### src/rtl/tdm_demultiplexer_if.sv
// Handshake/bus bundle for the TDM demultiplexer.
// Master drives the multiplexed stream; slave is the demux.
interface tdm_demultiplexer_if #(
    parameter int WIDTH    = 8,
    parameter int CHANNELS = 4
);
    logic                      in_valid;
    logic [WIDTH-1:0]          in_data;
    logic                      frame_start;
    logic [CHANNELS*WIDTH-1:0] out_data;
    logic [CHANNELS-1:0]       out_valid;
    logic                      frame_done;
    logic                      sync_err;
    logic                      locked;

    modport master (
        output in_valid,
        output in_data,
        output frame_start,
        input  out_data,
        input  out_valid,
        input  frame_done,
        input  sync_err,
        input  locked
    );

    modport slave (
        input  in_valid,
        input  in_data,
        input  frame_start,
        output out_data,
        output out_valid,
        output frame_done,
        output sync_err,
        output locked
    );
endinterface

### src/rtl/tdm_demultiplexer.sv
// TDM demultiplexer with HUNT/LOCKED framing and slot counter.
// Define TDM_DEMUX_FRAME_HOLD_EN to publish only complete frames.
module tdm_demultiplexer #(
    parameter int WIDTH    = 8,
    parameter int CHANNELS = 4
) (
    input  logic                clk,
    input  logic                rst,
    tdm_demultiplexer_if.slave  bus
);
    localparam int SW = (CHANNELS > 1) ? $clog2(CHANNELS) : 1;
    localparam logic [SW-1:0] LAST = SW'(CHANNELS - 1);

    typedef enum logic {
        HUNT,
        LOCKED
    } state_t;

    state_t                    state_q, state_d;
    logic [SW-1:0]             slot_q, slot_d;
    logic                      accept;
    logic                      err;
    logic                      last;
    logic [SW-1:0]             acc_slot;

    logic [CHANNELS*WIDTH-1:0] out_data_q, out_data_d;
    logic [CHANNELS-1:0]       out_valid_q, out_valid_d;
    logic                      done_q, done_d;
    logic                      err_q, err_d;
`ifdef TDM_DEMUX_FRAME_HOLD_EN
    logic [CHANNELS*WIDTH-1:0] shadow_q, shadow_d;
`endif

    always_ff @(posedge clk) begin
        if (rst) begin
            state_q <= HUNT;
            slot_q  <= '0;
        end else begin
            state_q <= state_d;
            slot_q  <= slot_d;
        end
    end

    always_comb begin
        state_d  = state_q;
        slot_d   = slot_q;
        accept   = 1'b0;
        err      = 1'b0;
        acc_slot = slot_q;
        if (bus.in_valid) begin
            unique case (state_q)
                HUNT: begin
                    if (bus.frame_start) begin
                        accept   = 1'b1;
                        acc_slot = '0;
                        state_d  = LOCKED;
                    end
                end
                LOCKED: begin
                    if (slot_q == '0) begin
                        if (bus.frame_start) begin
                            accept   = 1'b1;
                            acc_slot = '0;
                        end else begin
                            err     = 1'b1;
                            state_d = HUNT;
                        end
                    end else if (bus.frame_start) begin
                        // Realign on the new marker, dropping the partial frame
                        err      = 1'b1;
                        accept   = 1'b1;
                        acc_slot = '0;
                    end else begin
                        accept = 1'b1;
                    end
                end
                default: state_d = HUNT;
            endcase
        end
        last = accept && (acc_slot == LAST);
        if (accept) begin
            slot_d = last ? '0 : acc_slot + 1'b1;
        end
    end

    always_comb begin
        out_data_d  = out_data_q;
        out_valid_d = '0;
        done_d      = last;
        err_d       = err;
        bus.locked  = (state_q == LOCKED);
`ifdef TDM_DEMUX_FRAME_HOLD_EN
        shadow_d = shadow_q;
        for (int c = 0; c < CHANNELS; c++) begin
            if (accept && acc_slot == SW'(c)) begin
                shadow_d[c*WIDTH +: WIDTH] = bus.in_data;
            end
        end
        if (last) begin
            out_data_d  = shadow_d;
            out_valid_d = '1;
        end
`else
        for (int c = 0; c < CHANNELS; c++) begin
            if (accept && acc_slot == SW'(c)) begin
                out_data_d[c*WIDTH +: WIDTH] = bus.in_data;
                out_valid_d[c]               = 1'b1;
            end
        end
`endif
    end

    always_ff @(posedge clk) begin
        if (rst) begin
            out_data_q  <= '0;
            out_valid_q <= '0;
            done_q      <= 1'b0;
            err_q       <= 1'b0;
`ifdef TDM_DEMUX_FRAME_HOLD_EN
            shadow_q    <= '0;
`endif
        end else begin
            out_data_q  <= out_data_d;
            out_valid_q <= out_valid_d;
            done_q      <= done_d;
            err_q       <= err_d;
`ifdef TDM_DEMUX_FRAME_HOLD_EN
            shadow_q    <= shadow_d;
`endif
        end
    end

    assign bus.out_data   = out_data_q;
    assign bus.out_valid  = out_valid_q;
    assign bus.frame_done = done_q;
    assign bus.sync_err   = err_q;
endmodule

### src/flat_wrapper.sv
// flat-port wrapper written by rule: the top's interface ports become plain ports
module tdm_demultiplexer_flat 
#(
    parameter int WIDTH    = 8,
    parameter int CHANNELS = 4
)
  (clk, rst, bus_in_valid, bus_in_data, bus_frame_start, bus_out_data, bus_out_valid, bus_frame_done, bus_sync_err, bus_locked);
  tdm_demultiplexer_if #(.WIDTH(WIDTH), .CHANNELS(CHANNELS)) bus_i ();
  input  logic clk;
  input  logic rst;
  input wire logic [$bits(bus_i.in_valid)-1:0] bus_in_valid;
  input wire logic [$bits(bus_i.in_data)-1:0] bus_in_data;
  input wire logic [$bits(bus_i.frame_start)-1:0] bus_frame_start;
  output wire logic [$bits(bus_i.out_data)-1:0] bus_out_data;
  output wire logic [$bits(bus_i.out_valid)-1:0] bus_out_valid;
  output wire logic [$bits(bus_i.frame_done)-1:0] bus_frame_done;
  output wire logic [$bits(bus_i.sync_err)-1:0] bus_sync_err;
  output wire logic [$bits(bus_i.locked)-1:0] bus_locked;
  assign bus_i.in_valid = bus_in_valid;
  assign bus_i.in_data = bus_in_data;
  assign bus_i.frame_start = bus_frame_start;
  assign bus_out_data = bus_i.out_data;
  assign bus_out_valid = bus_i.out_valid;
  assign bus_frame_done = bus_i.frame_done;
  assign bus_sync_err = bus_i.sync_err;
  assign bus_locked = bus_i.locked;
  tdm_demultiplexer #(.WIDTH(WIDTH), .CHANNELS(CHANNELS)) u_core (.clk(clk), .rst(rst), .bus(bus_i));
endmodule
### config.mk
export PLATFORM = sky130hd
export DESIGN_NAME = tdm_demultiplexer_flat
export DESIGN_NICKNAME = d
export VERILOG_FILES = /design/src/rtl/tdm_demultiplexer_if.sv /design/src/rtl/tdm_demultiplexer.sv /design/src/flat_wrapper.sv
export SDC_FILE = /design/constraint.sdc
export NUM_CORES = 1
export LEC_CHECK = 0
export CAP_MARGIN = 20
export CORE_MARGIN = 10
export CORE_UTILIZATION = 48
export CTS_BUF_LIST = sky130_fd_sc_hd__clkbuf_2
export DETAILED_ROUTE_END_ITERATION = 16
export PLACE_DENSITY_LB_ADDON = 0.1
export SETUP_SLACK_MARGIN = 0.15
export SYNTH_ARGS = -nofsm -noshare
export SYNTH_HDL_FRONTEND = slang
export SYNTH_SLANG_ARGS = --single-unit
### constraint.sdc
create_clock -name clk -period 2.4 [get_ports clk]
set_input_delay 0.36 -clock clk [delete_from_list [all_inputs] [get_ports clk]]
set_output_delay 0.36 -clock clk [all_outputs]
set_load 0.01 [all_outputs]
==> results_dict.tcl, run 1 <==
set metrics [dict create \
    postCtsSetupRepairBufs 0 \
    r2r_start "u_core.slot_q[1]" \
    dieArea_sq_um 6236 \
    wl_met2_um 2064 \
    setup.worst_path.class "reg2reg" \
    cts-hold-fix-buffers 0 \
    drc 0 \
    numCtsBuffers 5 \
    synthArstFlopShare 0 \
    initial_utilization 0.5002 \
    yosysMostFrequentCell "dfxtp_1" \
    hold_path_end "u_core.bus.out_data[0]" \
    syn_avg_cell_area_sq_um 8.926 \
    die_h_um 78.97 \
    track_usage 0.1526 \
    cts-resized-gates 0 \
    cp.arrival_ns 2.28 \
    synth_fa_ha_area_frac 0.007496 \
    start_kind "flip-flop" \
    finalSetupViolations 0 \
    drt-vias-per-instance 5.371 \
    cts_tree "yes" \
    gp_congestion 0.7315 \
    fin_nets 246 \
    synthesis.area_sq_um 1669 \
    synth_seq_cells 40 \
    vdd_ir_drop_max_uv 362.0 \
    yosys.area_share.simple 0.2129 \
    drive_gt1_frac 0.07692 \
    synth_top_area_share 0.4798 \
    wl_met3_um 499 \
    die_w_um 78.97 \
    antenna_found_initial 0 \
    drv_cap 0 \
    cts.sinks 40 \
    reg2reg_depth 5 \
    grt_max_degree 26 \
    fmax_ghz 0.5029 \
    ios 51 \
    critical_path_peak_fanout 8 \
    grt_pass1_wl_um 7638 \
    min_from "u_core.bus.out_data[0]" \
    total_power_w 0.001123 \
    hpwl_um 3347 \
    hold_viol 0 \
    p_leak_nw 0.7501 \
    firstDrtPassIters 4 \
    min_period_over_period 0.8285 \
    synth_top_cell_by_area "dfxtp_1" \
    rsz0062_at_grt "false" \
    h-tree-depth 2 \
    synth_warnings 0 \
    cp.required_ns 2.69 \
    outcome "complete, no violations" \
    finalSetupTns_ns 0 \
    antennaDiodeCount 0 \
    core_area_sq_um 3337 \
    synth_edf_count 0 \
    wl_met1_um 1964 \
    synthXorXnorAreaFrac 0 \
    area_delta_synth_final_pct 33.21 \
    tightest_slew_ns 0.6592 \
    wl_per_cell_um 16.36 \
    synth_top_cells_by_count "dfxtp_1, a21oi_1, nand3_1, o21ai_0, nand2b_1" \
    min_path_cells 2 \
    clockBufferDepth 2 \
    rows 21 \
    top_layer "met4" \
    synth_top_family_by_area "simple AND/OR/NAND/NOR gates" \
    pwr_density_cell_nw_per_um2 505.0 \
    hp-class "reg2reg" \
    max-slew-margin-rel 0.5591 \
    port_buffers 50 \
    cts-root-buf "clkbuf_2" \
    final_max_slew_viol_count 0 \
    r2r_slack_ns 0.41 \
    totalWireLength_um 4581 \
    ant_nets 0 \
    endpoint_kind "flip-flop" \
    drt_iter0_drc 109 \
    fin_skew_ns 0.01473 \
    yosysUniqueCellTypes 29 \
    overflow 0 \
    vias 1504 \
    grt_pass1_vias 1538 \
    synth_fp_nets 200 \
    clk_latency_ns 0.39 \
    synth-seq-area-share 0.4798 \
    reg2reg_to "u_core.bus.out_data[10]" \
    synth_area_leaders "dfxtp_1, a21oi_1, nand3_1" \
    synthCells 187 \
    finalCriticalPeriod_ns 1.988 \
    synth_compound_area_frac 0.1837 \
    synth_ff_type "dfxtp_1" \
    synthMuxAreaShare 0.04798 \
    clkTransAtPathRegs_ns 0.19 \
]
[worst max path at each step]
stage	startpoint	to	slack, ns	cells past startpoint
final	u_core.slot_q[1]	u_core.bus.out_data[10]	0.41	5
after global placement	bus_frame_start	u_core.bus.out_data[9]	0.20	6
after global routing	u_core.slot_q[1]	u_core.bus.out_data[13]	0.23	6
after CTS	u_core.slot_q[1]	u_core.bus.out_data[10]	0.43	5
after floorplan	bus_frame_start	u_core.bus.out_data[8]	0.48	8
after detailed placement	bus_frame_start	u_core.bus.out_data[19]	0.11	7
[area by class of cell]
type                            instances  area [sq um]
Clock buffer                            5         25.02
Clock inverter                          3         13.76
Fill cell                             287          1114
Inverter                                3         11.26
Multi-Input combinational cell        125         754.5
Sequential cell                        40         800.8
Tap cell                               46         57.56
Timing Repair Buffer                   58         560.5
[state kept, by name, summed over array words and instances (netlist names)]
name / flops
u_core.slot_q: 2
u_core.bus.frame_done: 1
u_core.bus.out_data: 32
u_core.bus.out_valid: 3
u_core.bus.sync_err: 1
u_core.bus.locked: 1
[routing by layer]
| layer | vias up | track usage |
|---|---|---|
| li1 | 746 | - |
| met1 | 697 | 0.1870 |
| met2 | 56 | 0.2300 |
| met3 | 5 | 0.06869 |
| met4 | 0 | 0.05556 |
| met5 | - | 0 |
[through the flow]
stage	area, sq um	util	instances	hold slack [ns]	setup slack [ns]
5_1_grt	2223	0.6663	280	0.5190	0.2278
3_3_place_gp	2185	0.6547	272	0.4579	0.1984
3_5_place_dp	2185	0.6547	272	0.4659	0.1149
6_report	2223	0.6663	280	0.4841	0.4117
2_1_floorplan	1669	-	187	0.4926	0.4770
4_1_cts	2223	0.6663	280	0.4878	0.4302
[kinds of logic after synthesis]
group / Yosys count
simple gates: 59
mux: 8
buf+inv: 22
compound gates: 57
fa+ha+maj: 1
flops: 40
[worst max-delay path: stages, from the launching register on]
cell	delay, ns
dfxtp_1	0.55
nor2_1	0.10
ha_1	0.30
or4b_1	0.63
o21ai_0	0.22
a21oi_1	0.09
[report_power, final]
part / total, W / internal, W / switching [W]
logic: 0.000150 / 0.0000720 / 0.0000775
clock network: 0.000283 / 0.0000654 / 0.000217
registers: 0.000691 / 0.000678 / 0.0000123
total: 0.00112 / 0.000816 / 0.000307
[cells in the final DEF (no fill, tap or decap), types with 2 or more instances in the layout]
master	n
or3b_1	2
clkdlybuf4s50_1	50
mux2i_1	8
nand3_1	26
a21oi_1	26
clkinv_2	2
inv_1	3
clkbuf_2	5
o21ai_1	5
o21ai_0	21
buf_4	8
nand2b_1	16
dfxtp_1	40
nand2_1	2
nor2_1	2
nor3_1	4
No activity file was read; power rests on OpenSTA's default activity.
==> inputs of run 2 (changes only) <==
--- a/config.mk
+++ b/config.mk
@@ -7,7 +7,7 @@
 export LEC_CHECK = 0
 export CAP_MARGIN = 20
 export CORE_MARGIN = 10
-export CORE_UTILIZATION = 48
+export CORE_UTILIZATION = 43
 export CTS_BUF_LIST = sky130_fd_sc_hd__clkbuf_2
 export DETAILED_ROUTE_END_ITERATION = 16
 export PLACE_DENSITY_LB_ADDON = 0.1
==> constraint.sdc (replaced) <==
create_clock -name clk -period 1.8 [get_ports clk]
set_input_delay 0.27 -clock clk [delete_from_list [all_inputs] [get_ports clk]]
set_output_delay 0.27 -clock clk [all_outputs]
set_load 0.01 [all_outputs]
==> run 2 against run 1 <==
  * Final cell count increased by 4.3%
  * Hold slack better by 0.0026 ns
  * Die area grew 8.6%
  * Sequential power rose by 32%
  * Clock skew is 0.010 ns higher
  * Sequential share of layout area down 1.8 points
  * Highest routed layer unchanged
  * Non-clock buffer count rose by 10
  * Routed wire length up 4.9%
  * Setup slack got worse by 0.23 ns
  * Critical path depth stayed put
==> results_dict.tcl, run 2 (synthesis gave the netlist of run 1 again) <==
set metrics [dict create \
    outcome "complete, no violations" \
    final_max_slew_viol_count 0 \
    place_area_sq_um 2251 \
    fin_cells 292 \
    rsz0062_at_grt "true" \
    clkTransAtPathRegs_ns 0.21 \
    cts-hold-fix-buffers 0 \
    r2r_start "u_core.slot_q[1]" \
    initial_utilization 0.4492 \
    fin_skew_ns 0.02497 \
    fmax_ghz 0.6161 \
    drt_iter0_drc 134 \
    layout_common_cells "clkdlybuf4s50_1, nand3_1, a21oi_1" \
    totalWireLength_um 4805 \
    h-tree-depth 2 \
    finalSetupTns_ns 0 \
    cts.sinks 40 \
    hpwl_um 3331 \
    antennaDiodeCount 0 \
    wl_per_cell_um 16.46 \
    finalCriticalPeriod_ns 1.623 \
    nFillCells 312 \
    hp-class "reg2reg" \
    rows 22 \
    numCtsBuffers 5 \
    drt-vias-per-instance 5.288 \
    cp-startpoint "u_core.slot_q[1]" \
    antenna_found_initial 0 \
    pwr_density_cell_nw_per_um2 641.0 \
    grt_pass1_wl_um 7389 \
    die_h_um 82.30 \
    finalSetupViolations 0 \
    max_stage_delay_ns 0.38 \
    fin_nets 256 \
    firstDrtPassIters 4 \
    place_ws_ns -0.2595 \
    dp.cells 280 \
    setup_ws_ns 0.1768 \
    track_usage 0.1419 \
    stdcell_area_sq_um 2401 \
    overflow 0 \
    drv_cap 0 \
    vdd_ir_drop_max_uv 422.5 \
    start_kind "flip-flop" \
    cp.required_ns 2.13 \
    endpoint_kind "flip-flop" \
    path_cells "buf_6 -> or3b_4 -> a221oi_4 -> buf_4 -> mux2i_1" \
    clk_latency_ns 0.40 \
    cp.arrival_ns 1.95 \
    area_delta_synth_final_pct 43.85 \
    clockBufferDepth 2 \
    tightest_slew_ns 0.3432 \
    ios 51 \
    ant_nets 0 \
    slowest_stage "or3b_4" \
    min_from "u_core.bus.out_data[1]" \
    grt_pass1_vias 1448 \
    largest_register_ff_count 32 \
    grt_max_degree 49 \
    max-slew-margin-rel 0.7712 \
    mostFrequentLayoutCell "clkdlybuf4s50_1" \
    total_power_w 0.001539 \
    critical_path_peak_fanout 5 \
    drive_gt1_frac 0.2049 \
    vias 1544 \
    die_w_um 82.30 \
    min_period_over_period 0.9018 \
    gp_congestion 0.8099 \
    setup.worst_path.class "reg2reg" \
    p_leak_nw 1.049 \
    dieArea_sq_um 6773 \
    cts-root-buf "clkbuf_2" \
    drc 0 \
    hold_viol 0 \
    core_area_sq_um 3716 \
    cts_tree "yes" \
    port_buffers 50 \
]
run 2: cell types whose count changed in the layout (fill, tap and decap cells not counted), sizes merged:
cell | previous run | this run
clkdlybuf4s50 | 50 | 37
dlymetal6s2s | 0 | 12
buf | 8 | 18
dlygate4sd2 | 0 | 1
run 2: power by group:
| part | leakage, nW | total, W | switching [W] | internal, W |
|---|---|---|---|---|
| registers | 0.332 | 0.000914 | 0.00000870 | 0.000905 |
| clock network | 0.0302 | 0.000387 | 0.000300 | 0.0000871 |
| logic | 0.687 | 0.000239 | 0.000120 | 0.000118 |
| total | 1.05 | 0.00154 | 0.000429 | 0.00111 |
run 2: timing repair:
action	4_1_cts	5_1_grt
pin swaps	0	2
endpoints found under the setup margin	1	45
gates resized for setup	1	36
setup buffers	0	3
cloned	0	1
run 2: worst max-delay path: cells and delay by family (launching register included):
| kind | cells | cell delay (ns) |
|---|---|---|
| compound gates | 1 | 0.32 |
| buf+inv | 2 | 0.33 |
| flops | 1 | 0.37 |
| mux | 1 | 0.17 |
| simple gates | 1 | 0.38 |
run 2: path summary, 6_finish.rpt:
kind | endpoint | slack (ns) | depth (start not counted)
min reg2reg | u_core.bus.out_data[1] | 0.49 | 2
max reg2reg | u_core.bus.out_data[6] | 0.18 | 5
max | u_core.bus.out_data[6] | 0.18 | 5
min | u_core.bus.out_data[1] | 0.49 | 2
run 2: routing by layer:
metal	share of wire	GRT usage	up-vias	routed length, um
met1	0.43	0.1803	708	2084
met2	0.45	0.2154	64	2158
li1	-	-	765	-
met3	0.11	0.05832	7	508
met4	0.011	0.04082	0	54
met5	0	0	-	0
run 2: metrics by stage:
step,utilization,hold slack [ns]
global placement,0.6057,0.4581
finish,0.6461,0.4866
CTS,0.6158,0.4887
detailed placement,0.6057,0.4640
floorplan,-,0.4177
global route,0.6461,0.5127
run 2: area by class of cell:
class                           instances  area, sq um  area share
Inverter                                3        11.26    0.004690
Tap cell                               48        60.06     0.02501
Multi-Input combinational cell        125        782.0      0.3257
Clock inverter                          3        13.76    0.005732
Sequential cell                        40        820.8      0.3418
Timing Repair Buffer                   68        688.2      0.2866
Clock buffer                            5        25.02     0.01042
==> inputs of run 3 (changes only) <==
--- a/config.mk
+++ b/config.mk
@@ -6,9 +6,9 @@
 export NUM_CORES = 1
 export LEC_CHECK = 0
 export CAP_MARGIN = 20
-export CORE_MARGIN = 10
-export CORE_UTILIZATION = 43
+export CORE_UTILIZATION = 52
 export CTS_BUF_LIST = sky130_fd_sc_hd__clkbuf_2
+export CTS_CLUSTER_SIZE = 28
 export DETAILED_ROUTE_END_ITERATION = 16
 export PLACE_DENSITY_LB_ADDON = 0.1
 export SETUP_SLACK_MARGIN = 0.15
==> constraint.sdc (replaced) <==
create_clock -name clk -period 2 [get_ports clk]
set_input_delay 0.3 -clock clk [delete_from_list [all_inputs] [get_ports clk]]
set_output_delay 0.3 -clock clk [all_outputs]
set_load 0.01 [all_outputs]
==> run 3 against run 2 <==
  * Global-route usage rose by 12 points
  * First-iteration DRC count fell by 13%
  * Clock-buffer cell count up 1
  * Sequential power is 9.7% lower
  * Clock skew decreased by 0.0043 ns
  * Routed wire length down 14%
  * Sequential share of layout area increased by 1.0 points
  * Combinational power decreased by 19%
  * Die area decreased by 49%
  * Critical path type unchanged
  * Largest cell class unchanged
  * Largest power group unchanged
  * Highest routed layer unchanged
==> results_dict.tcl, run 3 (synthesis gave the netlist of run 1 again) <==
set metrics [dict create \
    p_comb_frac 0.142 \
    cp.required_ns 2.29 \
    met2_usage 0.4171 \
    mostFrequentLayoutCell "clkdlybuf4s50_1" \
    drv_cap 0 \
    dieArea_sq_um 3440 \
    outcome "complete, no violations" \
    fin_skew_ns 0.02063 \
    grt_pass1_vias 1451 \
    firstDrtPassIters 5 \
    grt_pass1_wl_um 6617 \
    drive_gt1_frac 0.1088 \
    p_int_w 0.0009935 \
    fin_cells 283 \
    fmax_ghz 0.5639 \
    core_area_sq_um 3053 \
    ant_nets 0 \
    antennaDiodeCount 0 \
    place_area_sq_um 2240 \
    finalCriticalPeriod_ns 1.773 \
    p_switching_w 0.0003591 \
    port_buffers 50 \
    swShare 0.2655 \
    clkTransAtPathRegs_ns 0.20 \
    hpwl_um 2904 \
    gp_congestion 0.8097 \
    initial_utilization 0.5467 \
    setup_ws_ns 0.2265 \
    cts-root-buf "clkbuf_2" \
    stdcell_area_sq_um 2285 \
    totalWireLength_um 4129 \
    drc 0 \
    total_power_w 0.001353 \
    tightest_slew_ns 0.3482 \
    hold_viol 0 \
    p_seq_frac 0.610 \
    p_leak_nw 0.8023 \
    finalSetupViolations 0 \
    max-slew-margin-rel 0.7679 \
    power_frac_clock 0.248 \
    vdd_ir_drop_max_uv 499.3 \
    dp.cells 276 \
    pwr_density_cell_nw_per_um2 592.0 \
    endpoint_kind "flip-flop" \
    cts-hold-fix-buffers 0 \
    r2r_slack_ns 0.23 \
    fin_hold_ws_ns 0.4875 \
    critical_path_peak_fanout 10 \
    h-tree-depth 2 \
    grt.met1_usage 0.3222 \
    min_period_over_period 0.8867 \
    place_ws_ns -0.2205 \
    overflow 0 \
    largest_register_ff_count 32 \
    clk_latency_ns 0.40 \
    area_delta_synth_final_pct 36.88 \
    globalRouteMet3Util 0.07253 \
    vias 1592 \
    final_max_slew_viol_count 0 \
    cts_tree "yes" \
    start_kind "flip-flop" \
    rows 20 \
    postCtsSetupRepairBufs 0 \
    grt_max_degree 49 \
    hp-class "reg2reg" \
    layout_common_cells "clkdlybuf4s50_1, dfxtp_1, nand3_1, a21oi_1, o21ai_0" \
    track_usage 0.2588 \
    drt-vias-per-instance 5.625 \
    cp.arrival_ns 2.06 \
    rsz0062_at_grt "false" \
    wl_per_cell_um 14.59 \
    fin_nets 252 \
    setup.worst_path.class "reg2reg" \
    numCtsBuffers 5 \
    antenna_found_initial 0 \
    drt_iter0_drc 116 \
    clockBufferDepth 2 \
    cts.sinks 40 \
    die_w_um 58.66 \
    ios 51 \
    grt.busiest_layer "met2" \
    die_h_um 58.66 \
]
[run 3: changes by cell type in the layout (fill, tap and decap cells not counted), sizes merged]
cell and change:
buf -4, dlymetal6s2s -11, clkinv -2, clkdlybuf4s50 +12
dlygate4sd2 -1, clkbuf +1
[run 3: what timing repair did]
item / CTS / global route
cloned: 0 / 0
setup endpoints to repair: 8 / 7
pin swaps: 0 / 0
gates resized for setup: 2 / 2
[run 3: metal layers]
layer / part of all wire / wire length, um / vias up
met5: 0 / 0 / -
met4: 0.022 / 89 / 0
met3: 0.058 / 238 / 11
met2: 0.50 / 2059 / 57
met1: 0.42 / 1742 / 761
li1: - / - / 763
[run 3: area by class of cell]
type / instances / area [sq um]
fillers: 242 / 768.2
clock inverters: 1 / 5.005
well taps: 44 / 55.05
multi-input cells: 125 / 758.2
repair buffers: 64 / 620.6
inverters: 3 / 11.26
flip-flops and latches: 40 / 804.5
clock buffers: 6 / 30.03
[run 3: path summary, 6_finish.rpt]
| check | start | end | cells after the start |
|---|---|---|---|
| hold reg to reg | u_core.bus.out_data[1] | u_core.bus.out_data[1] | 2 |
| hold / removal | u_core.bus.out_data[1] | u_core.bus.out_data[1] | 2 |
| setup / recovery | u_core.slot_q[0] | u_core.bus.out_data[8] | 5 |
| setup reg to reg | u_core.slot_q[0] | u_core.bus.out_data[8] | 5 |
[run 3: power groups by stage]
stage          Combinational, W  Sequential (W)  Clock (W)
3_5_place_dp           0.000190        0.000841          0
6_report               0.000193        0.000825   0.000335
3_3_place_gp           0.000186        0.000840          0
2_1_floorplan         0.0000960        0.000844          0
4_1_cts                0.000192        0.000825   0.000342
5_1_grt                0.000207        0.000828   0.000380
[run 3: stage by stage]
step | TNS (ns) | util
after floorplan | 0 | -
after global placement | -1.034 | 0.7336
after detailed placement | -2.238 | 0.7336
after CTS | 0 | 0.7467
after global routing | 0 | 0.7484
final | 0 | 0.7484
[run 3: critical path, stage by stage, from the launching register on]
cell	delay, ns
dfxtp_4	0.44
nor2_1	0.05
ha_1	0.25
or4b_4	0.57
o21ai_0	0.24
a21oi_1	0.11
